File: src/rtl/fd_pipe_reg.sv
// Fetch/decode pipeline register.
// Turns faulting fetches into NOPs tagged with AdEL.
module fd_pipe_reg #(
  parameter logic [31:0] TEXT_BASE  = 32'h0000_3000,
  parameter logic [31:0] TEXT_END   = 32'h0000_6FFC,
  parameter logic [31:0] HANDLER_PC = 32'h0000_4180,
  parameter logic [31:0] NOP        = 32'h0000_0000
) (
  input  logic        clk,
  input  logic        reset,
  input  logic        en,
  input  logic        stall_md,
  input  logic        int_req,
  input  logic        eret_clr,
  input  logic [31:0] pc_f,
  input  logic [31:0] ir_f,
  input  logic        is_bd_f,
  output logic [31:0] pc_d,
  output logic [31:0] ir_d,
  output logic [4:0]  exc_code_d,
  output logic        is_bd_d,
  output logic        valid_d
);

  localparam logic [4:0] EXC_NONE = 5'd0;
  localparam logic [4:0] EXC_ADEL = 5'd4;

  logic misaligned;
  logic out_of_range;
  logic fault;
  logic hold;

  assign misaligned   = pc_f[1:0] != 2'b00;
  assign out_of_range = (pc_f < TEXT_BASE) || (pc_f > TEXT_END);
  assign fault        = misaligned || out_of_range;
  assign hold         = !en || stall_md;

  // Flushes override the stall so the PC register and this stage agree.
  always_ff @(posedge clk) begin
    if (reset) begin
      pc_d       <= TEXT_BASE;
      ir_d       <= NOP;
      exc_code_d <= EXC_NONE;
      is_bd_d    <= 1'b0;
      valid_d    <= 1'b0;
    end else if (int_req) begin
      pc_d       <= HANDLER_PC;
      ir_d       <= NOP;
      exc_code_d <= EXC_NONE;
      is_bd_d    <= 1'b0;
      valid_d    <= 1'b0;
    end else if (eret_clr) begin
      pc_d       <= pc_f;
      ir_d       <= NOP;
      exc_code_d <= EXC_NONE;
      is_bd_d    <= 1'b0;
      valid_d    <= 1'b0;
    end else if (!hold) begin
      pc_d       <= pc_f;
      ir_d       <= fault ? NOP : ir_f;
      exc_code_d <= fault ? EXC_ADEL : EXC_NONE;
      is_bd_d    <= is_bd_f;
      valid_d    <= 1'b1;
    end
  end

endmodule

File: config.mk
export PLATFORM = sky130hd
export DESIGN_NAME = fd_pipe_reg
export DESIGN_NICKNAME = d
export VERILOG_FILES = /design/src/rtl/fd_pipe_reg.sv
export SDC_FILE = /design/constraint.sdc
export NUM_CORES = 1
export LEC_CHECK = 0
export ABC_AREA = 1
export CORE_MARGIN = 3
export CORE_UTILIZATION = 43
export CTS_BUF_LIST = sky130_fd_sc_hd__clkbuf_4
export CTS_CLUSTER_SIZE = 16
export DETAILED_ROUTE_END_ITERATION = 12
export PLACE_DENSITY = 0.95
export SYNTH_ARGS = -nofsm -noshare
export SYNTH_HDL_FRONTEND = slang
export SYNTH_SLANG_ARGS = --single-unit
File: constraint.sdc
create_clock -name clk -period 2.88 [get_ports clk]
set_input_delay 0.288 -clock clk [delete_from_list [all_inputs] [get_ports clk]]
set_output_delay 0.288 -clock clk [all_outputs]
set_load 0.03 [all_outputs]
==> flow_summary_export.csv, run 1 <==
group,metric,value,unit
floorplan,dieArea,6910,sq um
clock_network,htreeDepth,3,
yosys,synth.yosys.seq_area_share,52.4,%
power,powerDensity,447,nW/um^2
power,pwr-share-seq,54.1,%
flow_run,cap_viol_max_count,0,
run_status,status,"finished clean",
floorplan,core,5640,sq um
sta,finalSetupTns,0,ps
yosys,synth_edf_count,0,
global_route,grtUsageMet2,34.5,%
power,p_sw_share,27.9,%
power,leakage,0.00154,uW
final_layout,num_antenna_cells,0,
critical_path,crit_family,"simple AND/OR/NAND/NOR gates",
critical_path,crit_buf_inv,2,
worst_hold_path,hp-start,"pc_d[12]",
yosys,yosysTopAreaCell,"dfxtp_1",
detailed_routing,vias,2365,
yosys,syn_area,2560,sq um
global_route,met3_usage,7.04,%
critical_path,critPathCaptureType,"flip-flop",
global_route,grt_max_degree,34,
global_route,track_usage,20.4,%
global_route,grt.met1_usage,23.4,%
clock_network,path_clk_slew,100,ps
clock_network,cts_sinks,67,
global_route,grt.busiest_layer,"met2",
power,share_comb_of_total_power,19.2,%
clock_network,clock_latency,370,ps
critical_path,cp_data_required_time,3170,ps
floorplan,io_pins,142,
sta,tightest_slew,576,ps
sta,fin_ws,1050,ps
global_route,grt_pass1_wl,11500,um
sta,slew_violations,0,
yosys,async_reset_ff_share,0,%
worst_hold_path,hold_class,"reg2reg",
critical_path,start_kind,"input port",
final_layout,area_growth,56.7,%
detailed_routing,drc,0,
placement,preCtsSetupSlack,631,ps
sta,setup_violations,0,
clock_network,cts.path.max_buffers,2,
sta,maxSlewHeadroom,61.4,%
floorplan,chipWidth,83.1,um
yosys,synth_top_area_share,52.4,%
yosys,ys_seq_elements,67,
final_layout,nNetsFinal,494,
power,irDropWorstVdd,377,uV
critical_path,critPathKind,"in2reg",
yosys,synthTopCellsByArea,"dfxtp_1 52%, nor2_1 14%, mux2i_1 13%",
clock_network,cts_resized,0,
floorplan,rows,27,
power,p_int,1290,uW
global_route,grt_antenna_before_repair,0,
detailed_routing,wire_per_inst,14.0,um
critical_path,critical_path.max_fanout,32,
yosys,synth_warnings,0,
yosys,synth.top_cells.by_count,"98 x nor2_1, 67 x dfxtp_1, 32 x mux2i_1",
clock_network,cts_setup_buffers,0,
detailed_routing,via_per_inst,4.73,
detailed_routing,firstDrtPassIters,5,
critical_path,slowest_stage,"clkdlybuf4s50_1",
detailed_routing,ant_nets,0,
global_route,gr-total-overflow,0,
yosys,avgSynthCellArea,8.88,sq um
critical_path,crit_chain,"clkdlybuf4s50_1 > nor2_4 > inv_2 > nor2_2 > nand2_2 > nor2_1",
yosys,synthDistinctLibCells,22,
global_route,grt_pass1_vias,2448,
sta,hold_viol_final,0,
placement,numPortBuffers,137,
sta,rsz0062_at_grt,"no",
floorplan,die_y,83.1,um
sta,period_needed,1830,ps
final_layout,drive_above_1_share,6.54,%
floorplan,start_util,45.3,%
placement,dp_hpwl,5390,um
yosys,syn_inst,288,
power,switchingPower,501,uW
sta,finalClockSkew,0,ps
detailed_routing,wirelength,7000,um
clock_network,cts_made_buffers,9,
clock_network,postCtsHoldBufs,0,
sta,timing.fmax,0.546,GHz
critical_path,cp-startpoint,"int_req",
clock_network,clockRootBuffer,"clkbuf_4",
clock_network,cts_tree,"done",
critical_path,arrival,2120,ps
yosys,synth.most_common_cell,"nor2_1",
placement,finalWeightedCongestion,0.765,
power,pwr-share-clk,26.7,%
detailed_routing,drt_iter0_markers,90,
sta,timing.final.crit_share,63.6,%
critical_path,slowest_delay,580,ps
critical_path,crit-reg2reg-launch,"ir_d[31]",
yosys,synth_flop_cell,"dfxtp_1",
[stage by stage]
step | util (%) | power, uW | cell area, sq um | hold slack [ps] | cells
5_1_grt | 71.0 | 1880 | 4010 | 460 | 500
3_5_place_dp | 69.2 | 1340 | 3910 | 451 | 484
4_1_cts | 71.0 | 1810 | 4010 | 452 | 500
3_3_place_gp | 69.2 | 1330 | 3910 | 449 | 484
2_1_floorplan | - | 1170 | 2570 | 350 | 291
6_report | 71.0 | 1790 | 4010 | 477 | 500
[final timing paths]
path	end	slack [ps]	cells past startpoint
worst max-delay path	ir_d[25]	1050	6
worst min-delay path	pc_d[12]	480	2
worst max register to register	ir_d[31]	2190	2
worst min register to register	pc_d[12]	480	2
[cell usage in the layout (no fill, tap or decap), drive strengths merged, types with 2 or more instances in the layout]
cell type      synthesis  layout
o21ai                 27      27
dfxtp                 67      67
mux2i                 32      32
clkbuf                 4       9
clkdlybuf4s50          0     137
a21oi                  8       8
clkinv                 0       6
inv                    8       8
nand2                 16      16
nor2                 103     103
conb                   1       4
buf                   14       2
nand3                  6       6
[cell type report]
class | count | area (sq um)
Inverter | 8 | 32.5
Clock inverter | 7 | 35.0
Multi-Input combinational cell | 198 | 1050
Sequential cell | 67 | 1340
Timing Repair Buffer | 139 | 1390
Fill cell | 427 | 1630
Tap cell | 72 | 90.1
Clock buffer | 9 | 67.6
[flip-flops by register name, summed over array words and instances, names as in the netlist]
name        cells
exc_code_d      1
ir_d           32
is_bd_d         1
pc_d           32
valid_d         1
[worst reg2reg max path, stage by stage, from the launching register on]
cell	delay [ps]
dfxtp_1	340
mux2i_1	160
nor2_1	80
[power groups by stage]
stage	combinational (uW)	clock [uW]	sequential (uW)
3_5_place_dp	345	0	991
5_1_grt	369	538	974
6_report	344	479	970
2_1_floorplan	119	0	1050
3_3_place_gp	337	0	990
4_1_cts	346	495	970
[cell families after synthesis]
kind of cell,Yosys count,share of synthesized area (%)
AO/OA/AOI/OAI,36,7.58
buffers and inverters,26,6.75
flip-flops,67,52.4
multiplexers,32,12.5
other,1,0.147
AND/OR/NAND/NOR,126,20.5
[per-layer routing]
| layer | part of all wire [%] | up-vias |
|---|---|---|
| met5 | 0 | - |
| met4 | 1.5 | 0 |
| met3 | 7.7 | 8 |
| met2 | 51 | 91 |
| met1 | 40 | 1075 |
| li1 | - | 1191 |
(Power assumes the default switching activity.)
==> run 2: changes to the inputs <==
--- a/config.mk
+++ b/config.mk
@@ -7,11 +7,11 @@
 export LEC_CHECK = 0
 export ABC_AREA = 1
 export CORE_MARGIN = 3
-export CORE_UTILIZATION = 43
+export CORE_UTILIZATION = 40
 export CTS_BUF_LIST = sky130_fd_sc_hd__clkbuf_4
 export CTS_CLUSTER_SIZE = 16
 export DETAILED_ROUTE_END_ITERATION = 12
-export PLACE_DENSITY = 0.95
+export PLACE_DENSITY = 0.94
 export SYNTH_ARGS = -nofsm -noshare
 export SYNTH_HDL_FRONTEND = slang
 export SYNTH_SLANG_ARGS = --single-unit
==> constraint.sdc (replaced) <==
create_clock -name clk -period 1.8 [get_ports clk]
set_input_delay 0.18 -clock clk [delete_from_list [all_inputs] [get_ports clk]]
set_output_delay 0.18 -clock clk [all_outputs]
set_load 0.03 [all_outputs]
==> run 2 against run 1 <==
Compared with the run above: total power increased by 69%; sequential power increased by 60%; clock-buffer cell count increased by 1; largest power group unchanged; clock power increased by 89%; clock skew unchanged; core utilization decreased by 3.4 points; wire length increased by 3.5%; highest routed layer unchanged.
==> flow_summary_export.csv, run 2 (same netlist as run 1, synthesis figures left out) <==
group,metric,value,unit
run_status,status,"finished clean",
clock_network,cts_resized,0,
final_layout,num_antenna_cells,0,
critical_path,critPathCaptureType,"primary output",
sta,finalSetupTns,0,ps
detailed_routing,wire_per_inst,14.3,um
global_route,gr-total-overflow,0,
critical_path,reg2reg_depth,2,
detailed_routing,via_per_inst,4.83,
final_layout,final_common_cell,"clkdlybuf4s50_1",
detailed_routing,firstDrtPassIters,4,
floorplan,io_pins,142,
detailed_routing,wirelength,7240,um
placement,placed_area,3980,sq um
detailed_routing,vias,2438,
critical_path,crit-reg2reg-launch,"ir_d[24]",
floorplan,rows,28,
global_route,track_usage,20.5,%
clock_network,cts_sinks,67,
sta,period_needed,1630,ps
clock_network,clockRootBuffer,"clkbuf_4",
power,leakage,0.00159,uW
power,powerDensity,737,nW/um^2
worst_hold_path,whs_path_depth,3,
sta,whs,359,ps
placement,finalWeightedCongestion,0.752,
clock_network,cts_setup_buffers,0,
placement,dp_cells,492,
critical_path,path_depth,1,
clock_network,cts_made_buffers,9,
final_layout,final_area,4100,sq um
sta,hold_viol_final,0,
critical_path,cp-startpoint,"ir_d[24]",
sta,setup_violations,0,
floorplan,dieArea,7390,sq um
global_route,grt_pass1_vias,2534,
final_layout,finalNonFillerCells,505,
detailed_routing,drc,0,
critical_path,cp_data_required_time,1620,ps
placement,numPortBuffers,137,
critical_path,critical_path.max_fanout,2,
critical_path,slowest_delay,700,ps
global_route,grt_pass1_wl,11900,um
clock_network,clock_latency,380,ps
critical_path,start_kind,"flip-flop",
clock_network,cts_tree,"done",
global_route,grt_max_degree,33,
critical_path,slowest_stage,"clkdlybuf4s50_1",
final_layout,nNetsFinal,499,
final_layout,final_cell_mix,"137 x clkdlybuf4s50_1, 98 x nor2_1, 67 x dfxtp_1",
clock_network,path_clk_slew,100,ps
sta,timing.final.crit_share,90.7,%
sta,slew_violations,0,
detailed_routing,drt_iter0_markers,63,
power,irDropWorstVdd,550,uV
critical_path,crit_buf_inv,1,
clock_network,cts.path.max_buffers,2,
critical_path,crit_chain,"clkdlybuf4s50_1",
clock_network,htreeDepth,3,
final_layout,fin_util,67.7,%
critical_path,arrival,1450,ps
worst_hold_path,hold_class,"in2reg",
clock_network,postCtsHoldBufs,0,
final_layout,area_growth,60.4,%
sta,rsz0062_at_grt,"no",
floorplan,die_y,86.0,um
floorplan,start_util,42.2,%
sta,timing.fmax,0.613,GHz
floorplan,chipWidth,86.0,um
floorplan,core,6060,sq um
final_layout,reg_top3,"ir_d (32), pc_d (32)",
critical_path,critPathKind,"reg2out",
final_layout,drive_above_1_share,7.44,%
placement,dp_hpwl,5590,um
flow_run,cap_viol_max_count,0,
detailed_routing,ant_nets,0,
worst_hold_path,hp-start,"is_bd_f",
global_route,grt_antenna_before_repair,0,
critical_path,crit_family,"buffers and inverters",
sta,finalClockSkew,0,ps
run 2: layer usage:
layer / routed length [um] / up-vias / GRT usage (%) / share of wire (%)
met5: 0 / - / 0 / 0
met4: 161 / 0 / 9.64 / 2.2
met3: 565 / 15 / 6.24 / 7.8
met2: 3640 / 99 / 35.7 / 50
met1: 2880 / 1123 / 22.8 / 40
li1: - / 1201 / - / -
run 2: final timing paths:
check | endpoint | slack, ps
worst max-delay path | ir_d[24] | 170
worst min-delay path | is_bd_d | 360
worst max register to register | ir_d[24] | 1130
worst min register to register | exc_code_d[2] | 480
run 2: layout make-up:
cell class                 instances  area [sq um]
fill                             478          1960
timing repair buffer             144          1460
sequential                        67          1340
multi-input combinational        198          1050
tap                               75          93.8
clock buffer                      10          75.1
clock inverter                     3          42.5
inverter                           8          32.5
run 2: stage by stage:
step	power (uW)	worst slack, ps
after floorplan	1870	738
after global placement	2140	201
after detailed placement	2160	49.1
after CTS	3050	132
after global routing	3180	85.5
final	3020	168
run 2: power breakdown:
group | switching (uW) | internal, uW
Clock | 487 | 416
Combinational | 280 | 290
Sequential | 23.7 | 1530
Total | 791 | 2230
==> run 3: changes to the inputs <==
--- a/config.mk
+++ b/config.mk
@@ -12,6 +12,7 @@
 export CTS_CLUSTER_SIZE = 16
 export DETAILED_ROUTE_END_ITERATION = 12
 export PLACE_DENSITY = 0.94
+export SLEW_MARGIN = 20
 export SYNTH_ARGS = -nofsm -noshare
 export SYNTH_HDL_FRONTEND = slang
 export SYNTH_SLANG_ARGS = --single-unit
==> results of run 3 <==
No change in the layout: final DEF, timing and power equal those of run 2.
